### config.mk
export PLATFORM = sky130hd
export DESIGN_NAME = fetch_unit_32
export DESIGN_NICKNAME = d
export VERILOG_FILES = /design/src/rtl/fetch_unit_32.sv
export SDC_FILE = /design/constraint.sdc
export NUM_CORES = 1
export LEC_CHECK = 0
export ABC_AREA = 1
export CORE_MARGIN = 3
export CORE_UTILIZATION = 54
export DETAILED_ROUTE_END_ITERATION = 8
export PLACE_DENSITY = 0.88
export SLEW_MARGIN = 10
export SYNTH_ARGS = -nofsm -noshare
export SYNTH_HDL_FRONTEND = slang
export SYNTH_SLANG_ARGS = --single-unit
### constraint.sdc
create_clock -name clk -period 4.8 [get_ports clk]
set_clock_uncertainty 0.1 [all_clocks]
set_input_delay 0.96 -clock clk [delete_from_list [all_inputs] [get_ports clk]]
set_output_delay 0.96 -clock clk [all_outputs]
set_load 0.1 [all_outputs]
### src/rtl/fetch_unit_32.sv
// rtl/fetch_unit_32.sv - instruction fetch unit with PC sequencing, jump/branch resolution and hold register
//
// Purpose:
//   Fetches one 32-bit word at a time from instruction memory, holds it for
//   the downstream stage until it is consumed, and then computes the next PC.
//   The next PC is chosen in this order: jump (j/jal/jr), then a taken
//   beq/bne, then sequential.
//
// Optional feature:
//   FETCH_ICOUNT_EN - when defined, instr_count counts consumed instructions.
//                     When undefined, instr_count is tied to zero and no
//                     counter register exists.
//
// Ports:
//   clk            in   1   clock, rising edge
//   rst_n          in   1   asynchronous active-low reset
//   imem_req       out  1   fetch request, held until imem_ack
//   imem_addr      out  32  fetch address (current PC)
//   imem_ack       in   1   memory acknowledge, imem_rdata valid same cycle
//   imem_rdata     in   32  fetched instruction word
//   stall          in   1   downstream not ready, hold current instruction
//   jump           in   2   00 none, 01 j, 10 jal, 11 jr
//   branch         in   2   00 none, 01 beq, 10 bne, 11 none
//   zero           in   1   ALU equality flag for the held instruction
//   jr_target      in   32  rs value used as jr target
//   instr          out  32  held instruction
//   opcode         out  6   instr[31:26]
//   instr_valid    out  1   instr/opcode valid
//   pc_plus4       out  32  held instruction address + 4 (link value)
//   err_misaligned out  1   sticky: jr target had nonzero low bits
//   instr_count    out  32  consumed-instruction counter

module fetch_unit_32 #(
   parameter logic [31:0] RESET_PC = 32'h0000_0000
) (
   input  logic        clk,
   input  logic        rst_n,
   output logic        imem_req,
   output logic [31:0] imem_addr,
   input  logic        imem_ack,
   input  logic [31:0] imem_rdata,
   input  logic        stall,
   input  logic [1:0]  jump,
   input  logic [1:0]  branch,
   input  logic        zero,
   input  logic [31:0] jr_target,
   output logic [31:0] instr,
   output logic [5:0]  opcode,
   output logic        instr_valid,
   output logic [31:0] pc_plus4,
   output logic        err_misaligned,
   output logic [31:0] instr_count
);

   typedef enum logic {
      FETCH = 1'b0,
      HOLD  = 1'b1
   } state_t;

   state_t      state_q, state_d;
   logic [31:0] pc_q, pc_d;
   logic [31:0] instr_q, instr_d;
   logic [31:0] pc_plus4_q, pc_plus4_d;
   logic        err_q, err_d;
   logic        consume;

   // Target candidates, all derived from the held instruction and its link value
   logic [31:0] j_target;
   logic [31:0] jr_aligned;
   logic [31:0] br_offset;
   logic [31:0] br_target;
   logic        br_taken;
   logic [31:0] next_pc;

   assign j_target   = {pc_plus4_q[31:28], instr_q[25:0], 2'b00};
   assign jr_aligned = {jr_target[31:2], 2'b00};
   assign br_offset  = {{14{instr_q[15]}}, instr_q[15:0], 2'b00};
   // 32-bit add wraps naturally modulo 2^32
   assign br_target  = pc_plus4_q + br_offset;

   always_comb begin
      br_taken = 1'b0;
      case (branch)
         2'b01:   br_taken = zero;
         2'b10:   br_taken = ~zero;
         default: br_taken = 1'b0;
      endcase
   end

   always_comb begin
      next_pc = pc_plus4_q;
      case (jump)
         2'b01, 2'b10: next_pc = j_target;
         2'b11:        next_pc = jr_aligned;
         default: begin
            if (br_taken) begin
               next_pc = br_target;
            end
         end
      endcase
   end

   // Next-state and datapath update
   always_comb begin
      state_d    = state_q;
      pc_d       = pc_q;
      instr_d    = instr_q;
      pc_plus4_d = pc_plus4_q;
      err_d      = err_q;
      consume    = 1'b0;
      case (state_q)
         FETCH: begin
            // stall is deliberately ignored here
            if (imem_ack) begin
               instr_d    = imem_rdata;
               pc_plus4_d = pc_q + 32'd4;
               state_d    = HOLD;
            end
         end
         HOLD: begin
            // imem_ack is ignored here; control inputs matter only when consuming
            if (!stall) begin
               consume = 1'b1;
               pc_d    = next_pc;
               state_d = FETCH;
               if ((jump == 2'b11) && (jr_target[1:0] != 2'b00)) begin
                  err_d = 1'b1;
               end
            end
         end
         default: state_d = FETCH;
      endcase
   end

   always_ff @(posedge clk or negedge rst_n) begin
      if (!rst_n) begin
         state_q    <= FETCH;
         pc_q       <= RESET_PC;
         instr_q    <= 32'h0;
         pc_plus4_q <= 32'h0;
         err_q      <= 1'b0;
      end else begin
         state_q    <= state_d;
         pc_q       <= pc_d;
         instr_q    <= instr_d;
         pc_plus4_q <= pc_plus4_d;
         err_q      <= err_d;
      end
   end

`ifdef FETCH_ICOUNT_EN
   logic [31:0] count_q, count_d;

   always_comb begin
      count_d = count_q;
      if (consume) begin
         count_d = count_q + 32'd1;
      end
   end

   always_ff @(posedge clk or negedge rst_n) begin
      if (!rst_n) begin
         count_q <= 32'h0;
      end else begin
         count_q <= count_d;
      end
   end

   assign instr_count = count_q;
`else
   assign instr_count = 32'h0;
`endif

   assign imem_req       = (state_q == FETCH);
   assign imem_addr      = pc_q;
   assign instr          = instr_q;
   assign opcode         = instr_q[31:26];
   assign instr_valid    = (state_q == HOLD);
   assign pc_plus4       = pc_plus4_q;
   assign err_misaligned = err_q;

endmodule

==> results.sh <==
export IMPL_ys_warn_count=0
export IMPL_cts_setup_buffers=0
export IMPL_ff_latch_area_um2=2450
export IMPL_cts_buffers=9
export IMPL_synth_area_leaders="dfrtp_1, nand2_1, inv_1, a21oi_1, ha_1"
export IMPL_root_buffer="clkbuf_16"
export IMPL_cts_buffer_depth=2
export IMPL_grt_max_degree=72
export IMPL_clk_latency_ns=0.35
export IMPL_drv_cap=0
export IMPL_place_hpwl_mm=19.0
export IMPL_critPathArrivalTime_ns=2.39
export IMPL_min_path_type="register to register"
export IMPL_postSynth_asyncResetShare=1.00
export IMPL_ys_ff_latch=98
export IMPL_grt_usage=0.307
export IMPL_dpl_instance_area_um2=9460
export IMPL_detail_route_antenna_nets=0
export IMPL_grt_pass1_vias=7580
export IMPL_slowest_delay_ns=1.26
export IMPL_syn_area_um2=7740
export IMPL_place_congestion=0.978
export IMPL_irDropWorstVdd_mv=0.439
export IMPL_multi_input_area_um2=4330
export IMPL_drc=0
export IMPL_status="completed"
export IMPL_dpl_cell_count=1500
export IMPL_htreeDepth=3
export IMPL_pre_cts_ws_ns=1.57
export IMPL_fin_nets=1437
export IMPL_r2r_slack_ns=2.26
export IMPL_start_kind="register"
export IMPL_worst_path_max_delay_cell="clkdlybuf4s50_1"
export IMPL_wirelength_mm=24.6
export IMPL_cts_hold_buf=0
export IMPL_fin_hold_ws_ns=0.378
export IMPL_timing_rr_start="instr[15]"
export IMPL_vias=8137
export IMPL_path_clk_slew_ns=0.07
export IMPL_startpoint="instr[15]"
export IMPL_die_area_um2=15800
export IMPL_antenna_found_initial=1
export IMPL_antenna_cells=0
export IMPL_finalInstanceArea_um2=9750
export IMPL_yosysMostFrequentCell="nand2_1"
export IMPL_start_util=0.556
export IMPL_drive_gt1_frac=0.0442
export IMPL_finalCritPeriodShare=0.719
export IMPL_leakagePower_nw=4.83
export IMPL_slew_violations=0
export IMPL_worst_path_buf_inv=1
export IMPL_synthCells=1182
export IMPL_synth_top_area_share=0.317
export IMPL_core_um2=13900
export IMPL_synth_edf_count=0
export IMPL_utilization=0.700
export IMPL_crit_family="buffers and inverters"
export IMPL_max_freq_mhz=290
export IMPL_fin_ws_ns=1.35
export IMPL_rsz0062_at_grt="false"
export IMPL_synth_cell_types=45
export IMPL_synth_top_cell_by_area="dfrtp_1"
export IMPL_grt_pass1_wl_mm=39.2
export IMPL_grt_overflow=0
export IMPL_required_ns=3.74
export IMPL_drt_iter0_markers=818
export IMPL_crit_type="register to output port"
export IMPL_ioPinCount=210
export IMPL_synth_ff_type="dfrtp_1"
export IMPL_final_cells=1515
export IMPL_crit_path_max_fanout=17
export IMPL_finalCriticalPeriod_ns=3.45
export IMPL_post_drt_wl_per_cell_um=16.2
export IMPL_pwr_density_cell_nw_per_um2=676
export IMPL_hold_viol=0
export IMPL_portBuffers=177
export IMPL_finalPower_mw=6.59
export IMPL_detail_route_first_pass_iterations=5
export IMPL_min_from="err_misaligned"
export IMPL_area_growth_pct=25.9
export IMPL_viasPerCell=5.37
export IMPL_worstMarginPinSlew_ns=1.23
export IMPL_finalSetupTns_ns=0
export IMPL_path_cells="clkdlybuf4s50_1"
export IMPL_clock_sinks=98
export IMPL_syn_avg_cell_area_um2=6.55
export IMPL_cts_resized=0
export IMPL_endpoint_kind="output port"
export IMPL_die_height_um=126
export IMPL_fillers=1216
export IMPL_std_cell_rows=43
export IMPL_cts_tree="done"
export IMPL_relSlewSlack=0.182
export IMPL_ys_seq_area_frac=0.317
export IMPL_die_x_um=126
export IMPL_synth_commonest_cells="nand2_1, inv_1, dfrtp_1, nor2_1, a21oi_1"
export IMPL_finalSetupViolCount=0
==> final timing paths <==
kind / end / cells past startpoint
hold reg to reg: err_misaligned / 1
setup reg to reg: imem_addr[27] / 11
max in group asynchronous: instr[16] / 2
setup / recovery: instr[15] / 1
hold / removal: err_misaligned / 1
min in group asynchronous: instr[6] / 1
==> registers in the layout, summed over array words and instances, names as in the netlist <==
register,flops
instr_valid,1
instr,32
imem_addr,32
pc_plus4,32
err_misaligned,1
==> power breakdown <==
| part | total [mW] | leakage [nW] | switching (mW) | internal (mW) |
|---|---|---|---|---|
| clock network | 0.709 | 0.137 | 0.316 | 0.392 |
| logic | 4.47 | 3.51 | 3.37 | 1.11 |
| registers | 1.41 | 1.18 | 0.352 | 1.06 |
| total | 6.59 | 4.83 | 4.04 | 2.56 |
==> routing by layer <==
layer | up-vias | global-route usage | routed length [um]
met5 | - | 0 | 11
met4 | 2 | 0.0707 | 389
met3 | 35 | 0.0581 | 2470
met2 | 404 | 0.495 | 11300
met1 | 3717 | 0.432 | 10400
li1 | 3979 | - | -
==> final cells by class <==
cell class / instances / area share
multi-input cells: 868 / 0.444
inverters: 172 / 0.0662
well taps: 180 / 0.0231
clock inverters: 3 / 0.00244
repair buffers: 182 / 0.185
clock buffers: 12 / 0.0273
flip-flops and latches: 98 / 0.252
==> logic make-up after synthesis <==
family / Yosys count / synth area share
simple gates: 556 / 0.303
compound gates: 216 / 0.151
buf+inv: 247 / 0.139
other cells: 1 / 0.000484
flops: 98 / 0.317
fa+ha+maj: 33 / 0.0543
xor+xnor: 31 / 0.0351
==> placed cells by master, fill, tap and decap left out, drive strengths merged, types with 3 or more instances in the layout <==
cell             n
a21o             3
a21oi           91
a22o             3
a22oi            7
buf              6
clkbuf          12
clkdlybuf4s50  176
conb            32
dfrtp           98
ha              32
inv            171
nand2          360
nand3           66
nand4            9
nor2           102
nor3            15
o211ai           5
o21ai           96
o21bai           6
xnor2           13
xor2            18
No activity file was read; power rests on OpenSTA's default activity.
